--- src/rtl/spy_path_delay_meter.sv ---
// Launch/capture controller for a chained spy delay path: toggles pathInput, synchronises pathResult
// and counts clk cycles per sample, reporting sum and worst-case delay over a valid/ready handshake.
module spy_path_delay_meter #(
   parameter int NUM_SAMPLES  = 16,
   parameter int CNT_W        = 16,
   parameter int TIMEOUT      = 1023,
   parameter int SYNC_STAGES  = 2,
   parameter int PATH_INVERTS = 0
) (
   input  logic                                   clk,
   input  logic                                   rst_n,
   input  logic                                   start,
   output logic                                   busy,
   output logic                                   pathInput,
   input  logic                                   pathResult,
   output logic                                   result_valid,
   input  logic                                   result_ready,
   output logic [CNT_W+$clog2(NUM_SAMPLES)-1:0]   delay_sum,
   output logic [CNT_W-1:0]                       delay_max,
   output logic                                   timeout_err
);

   localparam int IDX_W = $clog2(NUM_SAMPLES);
   localparam int SUM_W = CNT_W + IDX_W;
   localparam logic [CNT_W-1:0] TMO = CNT_W'(TIMEOUT);
   localparam logic [IDX_W-1:0] LAST_IDX = IDX_W'(NUM_SAMPLES - 1);
   localparam logic INV = (PATH_INVERTS != 0);

   typedef enum logic [2:0] {IDLE, SETTLE, LAUNCH, WAIT, DONE} state_t;

   state_t                  state, state_nxt;
   logic                    path_nxt;
   logic [SYNC_STAGES-1:0]  sync;
   logic [CNT_W-1:0]        count, count_nxt;
   logic [IDX_W-1:0]        idx, idx_nxt;
   logic [SUM_W-1:0]        sum_nxt;
   logic [CNT_W-1:0]        max_nxt;
   logic                    err_nxt;
   logic                    match;
   logic [CNT_W-1:0]        sample;

   assign match = (sync[SYNC_STAGES-1] == (pathInput ^ INV));
   // The match cycle itself counts, so a zero-delay loopback records SYNC_STAGES+1.
   assign sample = (count == TMO) ? TMO : count + 1'b1;

   assign busy         = (state == SETTLE) || (state == LAUNCH) || (state == WAIT);
   assign result_valid = (state == DONE);

   always_ff @(posedge clk or negedge rst_n) begin
      if (!rst_n) begin
         state       <= IDLE;
         pathInput   <= 1'b0;
         sync        <= '0;
         count       <= '0;
         idx         <= '0;
         delay_sum   <= '0;
         delay_max   <= '0;
         timeout_err <= 1'b0;
      end else begin
         state       <= state_nxt;
         pathInput   <= path_nxt;
         sync        <= {sync[SYNC_STAGES-2:0], pathResult};
         count       <= count_nxt;
         idx         <= idx_nxt;
         delay_sum   <= sum_nxt;
         delay_max   <= max_nxt;
         timeout_err <= err_nxt;
      end
   end

   always_comb begin
      state_nxt = state;
      path_nxt  = pathInput;
      count_nxt = count;
      idx_nxt   = idx;
      sum_nxt   = delay_sum;
      max_nxt   = delay_max;
      err_nxt   = timeout_err;
      case (state)
         IDLE: begin
            if (start) begin
               sum_nxt   = '0;
               max_nxt   = '0;
               err_nxt   = 1'b0;
               idx_nxt   = '0;
               count_nxt = '0;
               state_nxt = SETTLE;
            end
         end
         SETTLE: begin
            if (match) begin
               state_nxt = LAUNCH;
            end else if (count == TMO) begin
               err_nxt   = 1'b1;
               state_nxt = DONE;
            end else begin
               count_nxt = count + 1'b1;
            end
         end
         LAUNCH: begin
            path_nxt  = ~pathInput;
            count_nxt = '0;
            state_nxt = WAIT;
         end
         WAIT: begin
            if (match) begin
               sum_nxt   = delay_sum + SUM_W'(sample);
               max_nxt   = (sample > delay_max) ? sample : delay_max;
               idx_nxt   = idx + 1'b1;
               state_nxt = (idx == LAST_IDX) ? DONE : LAUNCH;
            end else if (count == TMO) begin
               err_nxt   = 1'b1;
               state_nxt = DONE;
            end else begin
               count_nxt = count + 1'b1;
            end
         end
         DONE: begin
            if (result_ready) state_nxt = IDLE;
         end
         default: state_nxt = IDLE;
      endcase
   end

endmodule

--- config.mk ---
export PLATFORM = sky130hd
export DESIGN_NAME = spy_path_delay_meter
export DESIGN_NICKNAME = d
export VERILOG_FILES = /design/src/rtl/spy_path_delay_meter.sv
export SDC_FILE = /design/constraint.sdc
export NUM_CORES = 1
export LEC_CHECK = 0
export CAP_MARGIN = 20
export CORE_ASPECT_RATIO = 0.7
export CORE_MARGIN = 3
export CORE_UTILIZATION = 56
export CTS_BUF_LIST = sky130_fd_sc_hd__clkbuf_16
export DETAILED_ROUTE_END_ITERATION = 7
export GPL_TIMING_DRIVEN = 0
export PLACE_DENSITY = 0.84
export SYNTH_ARGS = -nofsm -noshare
export SYNTH_HDL_FRONTEND = slang
export SYNTH_SLANG_ARGS = --single-unit
--- constraint.sdc ---
create_clock -name clk -period 5.7 [get_ports clk]
set_clock_uncertainty 0.15 [all_clocks]
set_input_delay 1.14 -clock clk [delete_from_list [all_inputs] [get_ports clk]]
set_output_delay 1.14 -clock clk [all_outputs]
set_load 0.05 [all_outputs]
# [Yosys cells after proc, flatten, opt, wreduce, memory -nomap -nowiden]
# Index checks and enable logic that the tools add are counted.
[totals] reg_bits=63 latchBits=0 mem_bits_rw=0 romBits=0 inputBits=5 output_inout_bits=40 mem_count=0
[classes] n_addsub=3 n_mul=0 n_div=0 n_lt_le_gt_ge=1 eq_ne=14 n_shift=0 muxes=25 bitwise=1 n_reduce_logical=12
[ops] cell="$mux W16" n=6
[ops] cell="$pmux W16 S3" n=1
[ops] cell="$mux W20" n=2
[ops] cell="$pmux W20 S2" n=1
[ops] cell="$pmux W16 S2" n=1
[ops] cell="$add A20 B16 Y20" n=1
[ops] cell="$mux W3" n=6
[ops] cell="$add A16 B1 Y16 const B" n=1
[ops] cell="$eq A16 B10 Y1 const B" n=1
[ops] cell="$gt A16 B16 Y1" n=1
[ops] cell="$pmux W3 S5" n=1
[ops] cell="$reduce_and A4 Y1" n=3
[ops] cell="$mux W4" n=2
[ops] cell="$ne A2 B2 Y1 const B" n=4
[ops] cell="$pmux W4 S2" n=1
[ops] cell="$eq A3 B2 Y1 const B" n=2
[ops] cell="$ne A2 B1 Y1 const B" n=3
[ops] cell="$add A4 B1 Y4 const B" n=1
[ops] cell="$eq A4 B4 Y1 const B" n=1
[ops] cell="$reduce_bool A2 Y1" n=2
[ops] cell="$eq A3 B1 Y1 const B" n=1
[ops] cell="$eq A3 B3 Y1 const B" n=1
[ops] cell="$logic_not A3 Y1" n=1
[ops] cell="$mux W1" n=3
[ops] cell="other kinds (8)" n=9

# [Logic depth before layout (Yosys ltp)]
[depth] depth_word=6 ltp_mapped=19

# [Worst setup path after synthesis]
# Ideal clock, no wire load.
[synth_path] path_type="reg-to-reg" startpoint="register count[0]" endpoint="register delay_sum[13]" setup_time_ps=126 arrival_time_ps=4010 required_ps=5424 setup_slack_ps=1414 stages_incl_launch_ff=17 n_path_buf=1 synth_period_minus_slack_ps=4286 cell_sequence="dfrtp_1 ha_1 nand2_1 or3_1 nor2_1 nand3_1 clkbuf_1 nand2_1 ha_1 a21oi_1 o211ai_1 a211o_1 o22a_1 maj3_1 maj3_1 xnor2_1 a221o_1"
[synth_between] elab_chain_len=5 elab_cells_between_ends=6
[synth_rtl] element="start: declaration" line_no="34" rtl="logic [CNT_W-1:0] count, count_nxt;"
[synth_rtl] element="start signal: assignment" line_no="63" rtl="count <= count_nxt;"
[synth_rtl] element="$add A16 B1 Y16 or $eq A16 B10 Y1 (tied branches)" line_no="44" rtl="assign sample = (count == TMO) ? TMO : count + 1'b1;"
[synth_rtl] element="$mux W16 (*)" line_no="44"
[synth_rtl] element="$add A20 B16 Y20 (*)" line_no="107" rtl="sum_nxt = delay_sum + SUM_W'(sample);"
[synth_rtl] element="$mux W20 (*)" line_no="106" rtl="if (match) begin"
[synth_rtl] element="$pmux W20 S2 (*)" line_no="79" rtl="case (state)"
[synth_rtl] element="end signal: assignment" line_no="65" rtl="delay_sum <= sum_nxt;"
[synth_rtl] element="end: declaration" line_no="18" rtl="output logic [CNT_W+$clog2(NUM_SAMPLES)-1:0] delay_sum,"
# Every way passes the cells marked *; elsewhere a longest branch is shown, timed or not. The select of a mux whose other input is x is not followed.
# A chain may end at the register's enable or synchronous reset.

# [Worst setup path in the final report]
# Ends and elaborated chain as after synthesis.

==> run metrics <==
arrival time reported for the critical path endpoint 5.16 ns; ratio of total power to cell area 479 nW/um^2; Antenna Violating Nets Remaining 0; H-tree depth 3; async set-or-reset flop fraction in the synthesized netlist 1.00; worst IR drop on VDD 0.000337 V; TritonCTS clock tree built; number of synthesized register bits 63; Finished Core Util 0.700; Setup WS pre-CTS 0.756 ns; RR Startpoint count[0]; Reg2Reg Depth 16; internal power contribution 0.00135 W; number of inserted filler cells in the final layout 611; Avg Inst Size Synth 8.79 um^2; total vias in the final route 4061; slew at the pin closest to its max-slew limit 0.933 ns; part of the total power dissipated in the clock network 0.212; Hold WC Path Type flip-flop to flip-flop; overall die height 80.0 um; net count reported at finish 589; placed inst area 4940 um^2; synth-to-layout area growth 19.2%; remaining design rule violation count 0; 1st-iter DRT viols 330; combinational share of power 0.530; largest net degree at the start of global routing 64; RR Endpoint delay_sum[13]; Final period util 0.892; LEAKAGE 2.38 nW; Die Width 112 um; critical setup path kind flip-flop to flip-flop; Routed WL per cell 17.9 um; diode insertion count for antenna repair 0; overall die area 8930 um^2; source-to-sink clock delay at the later pin of the worst-skew pair 0.34 ns; slack of the worst reg-to-reg path 0.62 ns; portion of the post-synthesis area used by sequential elements 0.360; Sum Neg Setup Slack 0 ns; Clock Tree Root sky130_fd_sc_hd__clkbuf_16; worst-case headroom to the max-slew limit 0.374; combined area of the multi-input logic cells 2590 um^2; distinct cell type count of the synthesized netlist 61; Routed Wire Length 11700 um; wire length of the first global-routing pass 19300 um; clock-pin slew reported for the worst setup and hold paths after clock tree synthesis 0.06 ns; global routing usage summed across all routing layers 0.273; fraction of layout cells with a size suffix above 1 0.0736; switch share 0.460; unrepaired setup endpoints after global routing false; antenna violations before repair 0; synthesized net count 534; placed wire-length estimate after detailed placement 8400 um; CTS Buf Count 9; total number of clock tree sinks 63; storage element area 1580 um^2; Synthesis Warnings 0; Hold-fix buffers, CTS 0; setup violation total in the final timing report 0; count of flip-flops with a built-in enable after synthesis 0; critical path startpoint count[0]; most frequent cells in the layout sky130_fd_sc_hd__dfrtp_1, sky130_fd_sc_hd__nand2_1, sky130_fd_sc_hd__o21ai_0, sky130_fd_sc_hd__clkdlybuf4s50_1, sky130_fd_sc_hd__nand3_1; flip-flop cell with the highest count after synthesis sky130_fd_sc_hd__dfrtp_1; Final Max Tran Viols 0; standard-cell row count 26; number of buffer cells added on primary ports 44; Netlist Area Pre-Place 4380 um^2; destination of the critical timing path delay_sum[13]; effective utilization at floorplan 0.588; crit-path max FO 10; total net switching power 0.00115 W; Critical Path Sink Type flip-flop; most common cell after layout, fill and taps aside sky130_fd_sc_hd__dfrtp_1; final critical-path setup slack 0.617 ns; Synth Instances 498; Fin. Hold Viols 0; max_cap viols 0; number of search-and-repair iterations in the first detailed-routing pass 5; area of the core region 7450 um^2; Vias/cell 6.20; sequential power share 0.258; Final Cell Area 5220 um^2; weighted congestion at the end of routability-driven global placement 0.901; total overflow reported by the global router 0; number of global-route vias before repair 3939; count of pins on the block boundary 45; run status completed; nature of the critical path startpoint flip-flop; final worst path period need 5.08 ns; maximum count of clock buffers along a single path 2; number of gates given a new drive strength after cts 0; highest achievable clock rate 197 MHz; # Post-CTS Setup Buffers 0; required time at the endpoint of the critical path 5.77 ns
-- power groups by stage --
stage	Combinational [W]	Sequential, W	Clock (W)
after floorplan	0.000736	0.000835	0
after global placement	0.00127	0.000641	0
after detailed placement	0.00130	0.000647	0
after CTS	0.00131	0.000641	0.000533
after global routing	0.00143	0.000657	0.000557
final	0.00132	0.000644	0.000530
-- per-stage QoR --
step,std cells,total power (W),hold WS (ns)
6_report,655,0.00250,0.196
5_1_grt,655,0.00265,0.201
4_1_cts,655,0.00248,0.199
3_5_place_dp,640,0.00195,0.189
3_3_place_gp,640,0.00191,0.184
2_1_floorplan,498,0.00157,0.181
-- state kept, by name, summed over array words and instances, names as in the netlist --
register / cells
delay_max: 16
timeout_err: 1
state: 3
idx: 4
delay_sum: 20
count: 16
pathInput: 1
sync: 2
-- per-layer routing --
layer / part of all wire / routed length [um] / vias to the layer above / track usage
met1: 0.45 / 5280 / 1953 / 0.372
met3: 0.091 / 1070 / 21 / 0.0795
met2: 0.45 / 5270 / 195 / 0.424
met5: 0 / 0 / - / 0
met4: 0.010 / 119 / 0 / 0.0765
li1: - / - / 1892 / -
-- worst min path at each step --
stage / startpoint / to / slack [ns] / depth (start not counted)
floorplan: sync[0] / sync[1] / 0.18 / 0
global placement: sync[0] / sync[1] / 0.18 / 0
detailed placement: sync[0] / sync[1] / 0.19 / 0
CTS: sync[0] / sync[1] / 0.20 / 0
global route: sync[0] / sync[1] / 0.20 / 0
finish: sync[0] / sync[1] / 0.20 / 0
-- synth_stat cells, types with 3 or more instances --
cell type,number,area (um^2)
sky130_fd_sc_hd__mux2_2,7,78.8
sky130_fd_sc_hd__a21oi_1,19,95.1
sky130_fd_sc_hd__o41ai_1,4,35.0
sky130_fd_sc_hd__a21o_1,4,30.0
sky130_fd_sc_hd__xor2_1,10,87.6
sky130_fd_sc_hd__and3_1,3,18.8
sky130_fd_sc_hd__clkbuf_1,14,52.6
sky130_fd_sc_hd__nand2b_1,10,62.6
sky130_fd_sc_hd__nand3b_1,3,22.5
sky130_fd_sc_hd__inv_1,29,109
sky130_fd_sc_hd__mux2_4,4,60.1
sky130_fd_sc_hd__nand2_1,53,199
sky130_fd_sc_hd__dfrtp_1,63,1580
sky130_fd_sc_hd__xnor2_1,17,149
sky130_fd_sc_hd__buf_2,5,25.0
sky130_fd_sc_hd__nor2_1,32,120
sky130_fd_sc_hd__a211o_1,3,26.3
sky130_fd_sc_hd__mux2i_1,13,130
sky130_fd_sc_hd__ha_1,30,375
sky130_fd_sc_hd__o21ai_0,43,215
sky130_fd_sc_hd__maj3_1,3,30.0
sky130_fd_sc_hd__o31ai_1,8,60.1
sky130_fd_sc_hd__or3_1,4,25.0
sky130_fd_sc_hd__a31oi_1,7,43.8
sky130_fd_sc_hd__nor3_1,9,45.0
sky130_fd_sc_hd__nand3_1,35,175
sky130_fd_sc_hd__nand4_1,8,50.1
sky130_fd_sc_hd__o211ai_1,3,22.5
sky130_fd_sc_hd__and2_1,14,87.6
-- cell type report --
type / count / share of cell area
flip-flops and latches: 63 / 0.302
repair buffers: 44 / 0.0840
inverters: 29 / 0.0209
clock inverters: 6 / 0.0103
plain buffers: 22 / 0.0199
well taps: 98 / 0.0235
clock buffers: 9 / 0.0432
multi-input cells: 384 / 0.496
-- critical path: stages, from the launching register on --
cell and delay [ns]:
sky130_fd_sc_hd__dfrtp_1 0.46, sky130_fd_sc_hd__ha_1 0.28, sky130_fd_sc_hd__nand2_1 0.20, sky130_fd_sc_hd__or3_1 0.46
sky130_fd_sc_hd__nor2_1 0.12, sky130_fd_sc_hd__nand3_1 0.19, sky130_fd_sc_hd__clkbuf_1 0.29, sky130_fd_sc_hd__nand2_1 0.19
sky130_fd_sc_hd__ha_1 0.34, sky130_fd_sc_hd__a21oi_1 0.19, sky130_fd_sc_hd__o211ai_1 0.22, sky130_fd_sc_hd__a211o_1 0.37
sky130_fd_sc_hd__o22a_1 0.23, sky130_fd_sc_hd__maj3_1 0.42, sky130_fd_sc_hd__maj3_1 0.42, sky130_fd_sc_hd__xnor2_1 0.15
sky130_fd_sc_hd__a221o_1 0.30
-- cell families (layout without fill, tap and decap cells) --
kind of cell,after synthesis,count (layout),synth area share
AND/OR/NAND/NOR,185,185,0.214
AO/OA/AOI/OAI,114,114,0.165
flip-flops,63,63,0.360
buffers and inverters,51,110,0.0486
adder cells (fa/ha/maj),34,34,0.0972
XOR/XNOR,27,27,0.0540
multiplexers,24,24,0.0615
Note: power is estimated with default switching activity, not from simulation.
